<file path="src/rtl/mem_arbiter.sv">
// Single-port memory arbiter between an instruction-fetch port and a load/store port.
// One transaction in flight at a time; all memory strobes and ready pulses are registered.
module mem_arbiter #(
  parameter int          RD_LAT    = 1,
  parameter bit          FIXED_PRI = 1'b0,
  parameter logic [15:0] PROT_TOP  = 16'h0000
) (
  input  logic        clk,
  input  logic        reset,
  input  logic        if_req,
  input  logic [15:0] if_addr,
  output logic        if_ready,
  output logic [15:0] if_rdata,
  input  logic        d_req,
  input  logic        d_we,
  input  logic [15:0] d_addr,
  input  logic [15:0] d_wdata,
  output logic        d_ready,
  output logic [15:0] d_rdata,
  output logic        d_err,
  output logic        r_en,
  output logic        w_en,
  output logic [15:0] addr,
  output logic [15:0] w_data,
  input  logic [15:0] r_data,
  output logic        busy,
  output logic [1:0]  state_dbg
);

  // Handshake: a port raises req and holds its command until the one-cycle ready pulse;
  // in that ready cycle it must drop req or present the next command.

  typedef enum logic [1:0] {IDLE, CMD, WAIT, DONE} state_t;

  localparam logic       OWN_FETCH = 1'b0;
  localparam logic       OWN_DATA  = 1'b1;
  localparam logic [2:0] CNT_INIT  = 3'(RD_LAT - 1);

  state_t      state_q, state_d;
  logic        owner_q, owner_d;
  logic        last_grant_q, last_grant_d;
  logic        we_q, we_d;
  logic        blocked_q, blocked_d;
  logic [2:0]  cnt_q, cnt_d;
  logic        r_en_q, r_en_d;
  logic        w_en_q, w_en_d;
  logic [15:0] addr_q, addr_d;
  logic [15:0] w_data_q, w_data_d;
  logic        if_ready_q, if_ready_d;
  logic        d_ready_q, d_ready_d;
  logic        d_err_q, d_err_d;
  logic [15:0] if_rdata_q, if_rdata_d;
  logic [15:0] d_rdata_q, d_rdata_d;
  logic        grant;
  logic [16:0] prot_diff;
  logic        below_prot;

  // Borrow out of d_addr - PROT_TOP means d_addr < PROT_TOP; PROT_TOP=0 never borrows.
  assign prot_diff  = {1'b0, d_addr} - {1'b0, PROT_TOP};
  assign below_prot = prot_diff[16];

  always_comb begin
    state_d      = state_q;
    owner_d      = owner_q;
    last_grant_d = last_grant_q;
    we_d         = we_q;
    blocked_d    = blocked_q;
    cnt_d        = cnt_q;
    r_en_d       = 1'b0;
    w_en_d       = 1'b0;
    addr_d       = addr_q;
    w_data_d     = w_data_q;
    if_ready_d   = 1'b0;
    d_ready_d    = 1'b0;
    d_err_d      = 1'b0;
    if_rdata_d   = if_rdata_q;
    d_rdata_d    = d_rdata_q;
    grant        = OWN_FETCH;

    case (state_q)
      IDLE: begin
        if (if_req || d_req) begin
          if (if_req && d_req) grant = FIXED_PRI ? OWN_DATA : ~last_grant_q;
          else                 grant = d_req ? OWN_DATA : OWN_FETCH;
          owner_d      = grant;
          last_grant_d = grant;
          we_d         = grant & d_we;
          addr_d       = grant ? d_addr : if_addr;
          if (grant) w_data_d = d_wdata;
          if (grant && d_we && below_prot) begin
            blocked_d = 1'b1;
            state_d   = DONE;
          end else begin
            blocked_d = 1'b0;
            r_en_d    = ~(grant & d_we);
            w_en_d    = grant & d_we;
            state_d   = CMD;
          end
        end
      end
      CMD: begin
        if (we_q) begin
          state_d = DONE;
        end else if (RD_LAT <= 1) begin
          if (owner_q) d_rdata_d = r_data;
          else         if_rdata_d = r_data;
          state_d = DONE;
        end else begin
          cnt_d   = CNT_INIT;
          state_d = WAIT;
        end
      end
      WAIT: begin
        // cnt holds the WAIT cycles still to go; the last one captures the read data.
        cnt_d = cnt_q - 3'd1;
        if (cnt_q == 3'd1) begin
          if (owner_q) d_rdata_d = r_data;
          else         if_rdata_d = r_data;
          state_d = DONE;
        end
      end
      DONE: begin
        if_ready_d = ~owner_q;
        d_ready_d  = owner_q;
        d_err_d    = owner_q & blocked_q;
        state_d    = IDLE;
      end
      default: state_d = IDLE;
    endcase
  end

  always_ff @(posedge clk) begin
    if (reset) begin
      state_q      <= IDLE;
      owner_q      <= OWN_FETCH;
      last_grant_q <= OWN_FETCH;
      we_q         <= 1'b0;
      blocked_q    <= 1'b0;
      cnt_q        <= 3'd0;
      r_en_q       <= 1'b0;
      w_en_q       <= 1'b0;
      addr_q       <= 16'h0000;
      w_data_q     <= 16'h0000;
      if_ready_q   <= 1'b0;
      d_ready_q    <= 1'b0;
      d_err_q      <= 1'b0;
      if_rdata_q   <= 16'h0000;
      d_rdata_q    <= 16'h0000;
    end else begin
      state_q      <= state_d;
      owner_q      <= owner_d;
      last_grant_q <= last_grant_d;
      we_q         <= we_d;
      blocked_q    <= blocked_d;
      cnt_q        <= cnt_d;
      r_en_q       <= r_en_d;
      w_en_q       <= w_en_d;
      addr_q       <= addr_d;
      w_data_q     <= w_data_d;
      if_ready_q   <= if_ready_d;
      d_ready_q    <= d_ready_d;
      d_err_q      <= d_err_d;
      if_rdata_q   <= if_rdata_d;
      d_rdata_q    <= d_rdata_d;
    end
  end

  assign r_en      = r_en_q;
  assign w_en      = w_en_q;
  assign addr      = addr_q;
  assign w_data    = w_data_q;
  assign if_ready  = if_ready_q;
  assign d_ready   = d_ready_q;
  assign d_err     = d_err_q;
  assign if_rdata  = if_rdata_q;
  assign d_rdata   = d_rdata_q;
  assign busy      = (state_q != IDLE);
  assign state_dbg = state_q;

endmodule

</file>
<file path="config.mk">
export PLATFORM = sky130hd
export DESIGN_NAME = mem_arbiter
export DESIGN_NICKNAME = d
export VERILOG_FILES = /design/src/rtl/mem_arbiter.sv
export SDC_FILE = /design/constraint.sdc
export NUM_CORES = 1
export LEC_CHECK = 0
export BUFFER_PORTS_ARGS = -buffer_cell sky130_fd_sc_hd__buf_2
export CORE_ASPECT_RATIO = 1.2
export CORE_MARGIN = 8
export CORE_UTILIZATION = 45
export DETAILED_ROUTE_END_ITERATION = 7
export GPL_TIMING_DRIVEN = 0
export PLACE_DENSITY = 0.89
export SKIP_CTS_REPAIR_TIMING = 1
export SLEW_MARGIN = 20
export SYNTH_ARGS = -nofsm -noshare
export SYNTH_HDL_FRONTEND = slang
export SYNTH_SLANG_ARGS = --single-unit
export TNS_END_PERCENT = 20
</file>
<file path="constraint.sdc">
create_clock -name clk -period 2.05 [get_ports clk]
set_clock_uncertainty 0.1 [all_clocks]
set_input_delay 0.3075 -clock clk [delete_from_list [all_inputs] [get_ports clk]]
set_output_delay 0.3075 -clock clk [all_outputs]
set_load 0.005 [all_outputs]
</file>
==> summary.md, run 1 <==
| Metric | Value |
|---|---|
| Status | complete, no violations |
| CP Capture Type | flop |
| R2R Path Start | state_dbg[0] |
| Fill cells | ~560 |
| Clock Tree Buf Depth | 2 |
| Fin util | 0.633 |
| Max VDD drop | 0.625 mV |
| CP top delay family | buffers and inverters |
| # placed instances | around 540 |
| Die ar. | 9300 sq um |
| Routability cong. | around 0.75 |
| Share of cells above drive strength 1 | 0.376 |
| Critical path required time | around 2.2 ns |
| Worst Path Arrival | 2.07 ns |
| Worst r2r dst | d_rdata[13] |
| Slew Limit Fails | 0 |
| Cts bufs inserted | 9 |
| R2R Setup Slk | around 0.091 ns |
| Number of enable flip-flop cells after synthesis | 0 |
| Clk sinks | 75 |
| CP max FO | 9 |
| Internal | 3.09 mW |
| Top-area cell type share of the netlist area | 0.516 |
| Synth area leader | dfxtp_1 |
| Synthesized area | slightly below 3000 sq um |
| Fmax | approximately 510 MHz |
| NetSw | around 1.6 mW |
| Root Driver | clkbuf_8 |
| Power, Total | 4.70 mW |
| Commonest non-fill, non-tap cell in the layout | buf_2 |
| GRT Total Usage | 0.176 |
| Total gr overflow | 0 |
| Post-synthesis sequential area ratio | 0.516 |
| Layout area overhead | 37.6% |
| Hold Path Class | in -> reg |
| Buffers on Ports | approximately 140 |
| Clk Latency, worst-skew pair | between 0.3 and 0.4 ns |
| Setup violators final | 0 |
| WHS Path Cells | 2 |
| Total power per unit cell area | approximately 1200 nW/um^2 |
| Starting density of the core | 0.460 |
| Drc violations | 0 |
| Vias | ~2800 |
| First-pass GRT wire length | 13000 um |
| Pin count of the biggest net entering global routing | 14 |
| Mapped Avg Cell Area | about 9.1 sq um |
| Fin crit period | ~2 ns |
| Syn Inst Count | 319 |
| Library cells used by synthesis | 28 |
| Iter 0 DRT Violations | between 80 and 90 |
| Worst r2r path cells | 9 |
| Worst Hold Endpoint | r_en |
| Combinational power share | 0.348 |
| Routed len/inst | about 15 um |
| Hold_sp | d_we |
| Synth top area cells | dfxtp_1, mux2i_1, nand2_1 |
| Clock Power Share | 0.240 |
| Predominant post-synthesis flop cell | dfxtp_1 |
| Core region area | roughly 6300 sq um |
| Leakage dissipation | roughly 1.9 nW |
| Clock-pin slew on the worst setup and hold paths | ~0.080 ns |
| DP HPWL | around 6400 um |
| Vias in the first global route | 2859 |
| Fin nets | 551 |
| Io pins | 141 |
| Diodes inserted | 0 |
| Startpoint class of the critical path | flop |
| Commonest non-fill, non-tap cells in the layout | buf_2, dfxtp_1, nand2_1 |
| Register bit total from synthesis | 75 |
| Async SR Flop Fraction | 0 |
| Crit-path cells | inv_1, ha_1, buf_6, nand2b_4, a221oi_4, buf_12, clkbuf_4, mux2i_1, nor2_1 |
| Hold Vio Cnt, Final | 0 |
| WP buf/inv | 4 |
| Site row count | 32 |
| Mean number of vias per cell | between 4 and 5 |
| Flop pwr share | 0.412 |
| Critical-path top delay cell | dfxtp_2 |
| Crit-path max cell delay | between 0.3 and 0.4 ns |
| Initial antenna violation count | 0 |
| Synthesized Nets | between 300 and 400 |
| CTS tree | done |
| ANT nets after route | 0 |
| Die extent in y | between 100 and 150 um |
| Syn. warnings | 0 |
| Period utilization | 0.956 |
| Sw frac | 0.342 |
| Die span in x | 89.4 um |
| Worst setup path category | reg -> reg |
| Final WL | 8260 um |
| Number of max-cap violations | 0 |
| TritonRoute pass-1 iters | 4 |
| Finished Layout Cells | 566 |
| H-tree depth | 3 |
power by group through the flow:
stage,combinational [mW],clock [mW],sequential [mW]
2_1_floorplan,0.905,0,1.98
5_1_grt,1.83,1.22,1.98
6_report,1.64,1.13,1.94
4_1_cts,1.55,1.16,1.93
3_3_place_gp,1.48,0,1.95
3_5_place_dp,1.54,0,1.96
how the worst max path moves through the flow:
stage | start | end | slack [ns] | depth (start not counted)
after floorplan | state_dbg[0] | d_rdata[10] | 0.12 | 7
after global placement | state_dbg[0] | d_rdata[6] | -0.06 | 7
after detailed placement | state_dbg[0] | d_rdata[12] | -0.12 | 7
after CTS | state_dbg[0] | d_rdata[8] | -0.15 | 7
after global routing | state_dbg[0] | d_rdata[13] | -0.02 | 9
final | state_dbg[0] | d_rdata[13] | 0.09 | 9
cell usage after synthesis (2+ instances only):
cell type and n:
dfxtp_1 75, nand2_1 69, nor2_1 39, a21oi_1 34
mux2i_1 33, a211oi_1 19, clkbuf_1 13, ha_1 6
buf_2 5, inv_1 5, buf_6 2, nand2b_4 2
nor3b_1 2
routing by layer:
metal / up-vias / GRT usage / part of all wire
met3: 11 / 0.0798 / 0.11
met4: 0 / 0.0656 / 0.015
met5: - / 0 / 0
met2: 132 / 0.288 / 0.47
met1: 1265 / 0.191 / 0.40
li1: 1373 / - / -
per-stage QoR:
step	setup slack, ns	hold slack (ns)	cell area, sq um	setup TNS, ns
3_5_place_dp	-0.123	0.344	3710	-1.25
4_1_cts	-0.153	0.0785	3910	-1.87
5_1_grt	-0.0234	0.0779	4000	-0.0419
6_report	0.0911	0.0908	4000	0
2_1_floorplan	0.116	0.307	2910	0
3_3_place_gp	-0.0560	0.339	3710	-0.519
registers in the layout (all words and copies together) (netlist names):
name          flops
w_data           16
addr             16
d_ready           1
cnt_q             3
if_rdata         16
r_en              1
d_rdata          16
if_ready          1
state_dbg         2
w_en              1
we_q              1
last_grant_q      1
layout make-up:
type	count	area (sq um)	share of cell area
Inverter	6	22.5	0.00563
Tap cell	85	106	0.0266
Clock inverter	6	65.1	0.0163
Timing Repair Buffer	146	763	0.191
Multi-Input combinational cell	217	1290	0.323
Clock buffer	10	138	0.0344
Sequential cell	75	1500	0.376
Buffer	21	110	0.0275
cells by family after synthesis:
kind of cell / share of synthesized area
buffers and inverters: 0.0434
multiplexers: 0.114
XOR/XNOR: 0.00602
adder cells (fa/ha/maj): 0.0258
AO/OA/AOI/OAI: 0.132
AND/OR/NAND/NOR: 0.162
other: 0.00129
flip-flops: 0.516
Power figures use the tool's default switching activity.
==> run 2: changes to the inputs <==
--- a/config.mk
+++ b/config.mk
@@ -8,10 +8,10 @@
 export BUFFER_PORTS_ARGS = -buffer_cell sky130_fd_sc_hd__buf_2
 export CORE_ASPECT_RATIO = 1.2
 export CORE_MARGIN = 8
-export CORE_UTILIZATION = 45
+export CORE_UTILIZATION = 41
 export DETAILED_ROUTE_END_ITERATION = 7
 export GPL_TIMING_DRIVEN = 0
-export PLACE_DENSITY = 0.89
+export PLACE_DENSITY = 0.86
 export SKIP_CTS_REPAIR_TIMING = 1
 export SLEW_MARGIN = 20
 export SYNTH_ARGS = -nofsm -noshare
==> constraint.sdc (replaced) <==
create_clock -name clk -period 1.8 [get_ports clk]
set_clock_uncertainty 0.1 [all_clocks]
set_input_delay 0.27 -clock clk [delete_from_list [all_inputs] [get_ports clk]]
set_output_delay 0.27 -clock clk [all_outputs]
set_load 0.005 [all_outputs]
==> run 2 against run 1 <==
Compared with the run above: die area grew 8.1%; via count increased by 0.11%; routed wire length grew 5.5%; final area up 3.8%; clock power is 9% higher; critical path depth shrank 1; total power is 17% higher; sequential power grew 15%; register-to-register slack got worse by 0.096 ns; the run now ends with negative setup slack left; worst hold slack got worse by 0.047 ns; fmax increased by 8.5%; core utilization decreased by 2.6 points.
==> summary.md, run 2 (same netlist as run 1, synthesis figures left out) <==
| Metric | Value |
|---|---|
| Status | finished with violations |
| Failing checks | negative setup slack |
| WHS Path Cells | 2 |
| Hold Vio Cnt, Final | 0 |
| CP Depth | 8 |
| Share of cells above drive strength 1 | 0.405 |
| Worst Path Arrival | about 1.9 ns |
| CP Capture Type | flop |
| Cts bufs inserted | 9 |
| Leakage dissipation | between 1.5 and 2 nW |
| Number of max-cap violations | 0 |
| Final WL | 8710 um |
| R2R Setup Slk | -0.005 ns |
| First-pass GRT wire length | 13500 um |
| Max VDD drop | 0.938 mV |
| Clk Latency, worst-skew pair | roughly 0.33 ns |
| Critical path required time | between 1.5 and 2 ns |
| Fin crit period | roughly 1.8 ns |
| Total power per unit cell area | 1320 nW/um^2 |
| Clock Tree Buf Depth | 2 |
| Final WS setup | -0.00479 ns |
| Fin util | 0.606 |
| Io pins | 141 |
| Slew of the pin with the lowest slew margin | between 0.5 and 0.6 ns |
| ANT nets after route | 0 |
| DP HPWL | ~6800 um |
| Fin nets | about 560 |
| Mean number of vias per cell | 4.86 |
| Setup violators final | 1 |
| Total gr overflow | 0 |
| Iter 0 DRT Violations | about 60 |
| Worst setup path category | reg -> reg |
| Routability cong. | about 0.8 |
| Commonest non-fill, non-tap cell in the layout | buf_2 |
| Starting density of the core | 0.424 |
| Clk sinks | 75 |
| Storage cell area | 1510 sq um |
| Hold Path Class | in -> reg |
| Routed len/inst | 15.2 um |
| Drc violations | 0 |
| R2R Path Start | state_dbg[1] |
| Layout area overhead | 42.9% |
| Site row count | 33 |
| Die span in x | approximately 93 um |
| Diodes inserted | 0 |
| CP top delay family | flip-flops |
| TritonRoute pass-1 iters | 4 |
| Die ar. | approximately 10000 sq um |
| H-tree depth | 3 |
| Worst r2r path cells | 8 |
| Slew Limit Fails | 0 |
| Pin count of the biggest net entering global routing | 14 |
| Critical-path top delay cell | dfxtp_4 |
| WP buf/inv | 3 |
| Worst slew margin | 0.645 |
| Buffers on Ports | 138 |
| Startpoint class of the critical path | flop |
| Fmax | approximately 550 MHz |
| Commonest non-fill, non-tap cells in the layout | buf_2, dfxtp_1, nand2_1 |
| Finished Layout Cells | around 570 |
| CP max FO | 7 |
| Fill cells | about 600 |
| Power, Total | about 5.5 mW |
| CTS tree | done |
| # placed instances | ~540 |
| Period utilization | 1.00 |
| Critical path origin | state_dbg[1] |
| Clock-pin slew on the worst setup and hold paths | 0.08 ns |
| Die extent in y | roughly 110 um |
| Root Driver | clkbuf_8 |
| Multi-input logic area | roughly 1400 sq um |
| Crit-path max cell delay | approximately 0.4 ns |
| GRT Total Usage | 0.168 |
| Vias | roughly 2800 |
| Hold_sp | d_we |
| Initial antenna violation count | 0 |
| RSZ-0062 raised after global routing | true |
| Vias in the first global route | about 2900 |
| Crit-path cells | inv_4, ha_4, nand2b_4, a221oi_4, buf_6, clkbuf_16, mux2i_1, nor2_1 |
| Core region area | a little under 7000 sq um |
## run 2: layer usage
metal / global-route usage / up-vias / wire length, um
met3: 0.0866 / 9 / 957
met5: 0 / - / 0
met4: 0.0565 / 0 / 108
met2: 0.287 / 126 / 4160
li1: - / 1388 / -
met1: 0.172 / 1261 / 3490
## run 2: cell type report
class / instances / share of cell area
Sequential cell: 75 / 0.363
Multi-Input combinational cell: 217 / 0.326
Timing Repair Buffer: 153 / 0.201
Clock buffer: 12 / 0.0400
Buffer: 19 / 0.0286
Tap cell: 87 / 0.0262
Clock inverter: 4 / 0.00783
Inverter: 6 / 0.00662
## run 2: path summary, 6_finish.rpt
path                end
max          d_rdata[8]
min                r_en
max reg2reg  d_rdata[8]
min reg2reg   w_data[2]
## run 2: per-stage QoR
| step | setup TNS, ns | hold WS, ns | cell area, sq um | setup slack [ns] |
|---|---|---|---|---|
| floorplan | -0.341 | 0.270 | 2930 | -0.0341 |
| global placement | -4.25 | 0.339 | 3730 | -0.203 |
| detailed placement | -6.92 | 0.344 | 3730 | -0.270 |
| CTS | -7.75 | 0.0269 | 3930 | -0.291 |
| global route | -0.691 | 0.0302 | 4160 | -0.0811 |
| finish | -0.00479 | 0.0437 | 4160 | -0.00479 |
## run 2: report_power, final
group	internal, mW	switching, mW	leakage [nW]
combinational	0.965	1.07	1.23
clock	0.628	0.603	0.0939
sequential	2.02	0.218	0.615
total	3.61	1.89	1.94
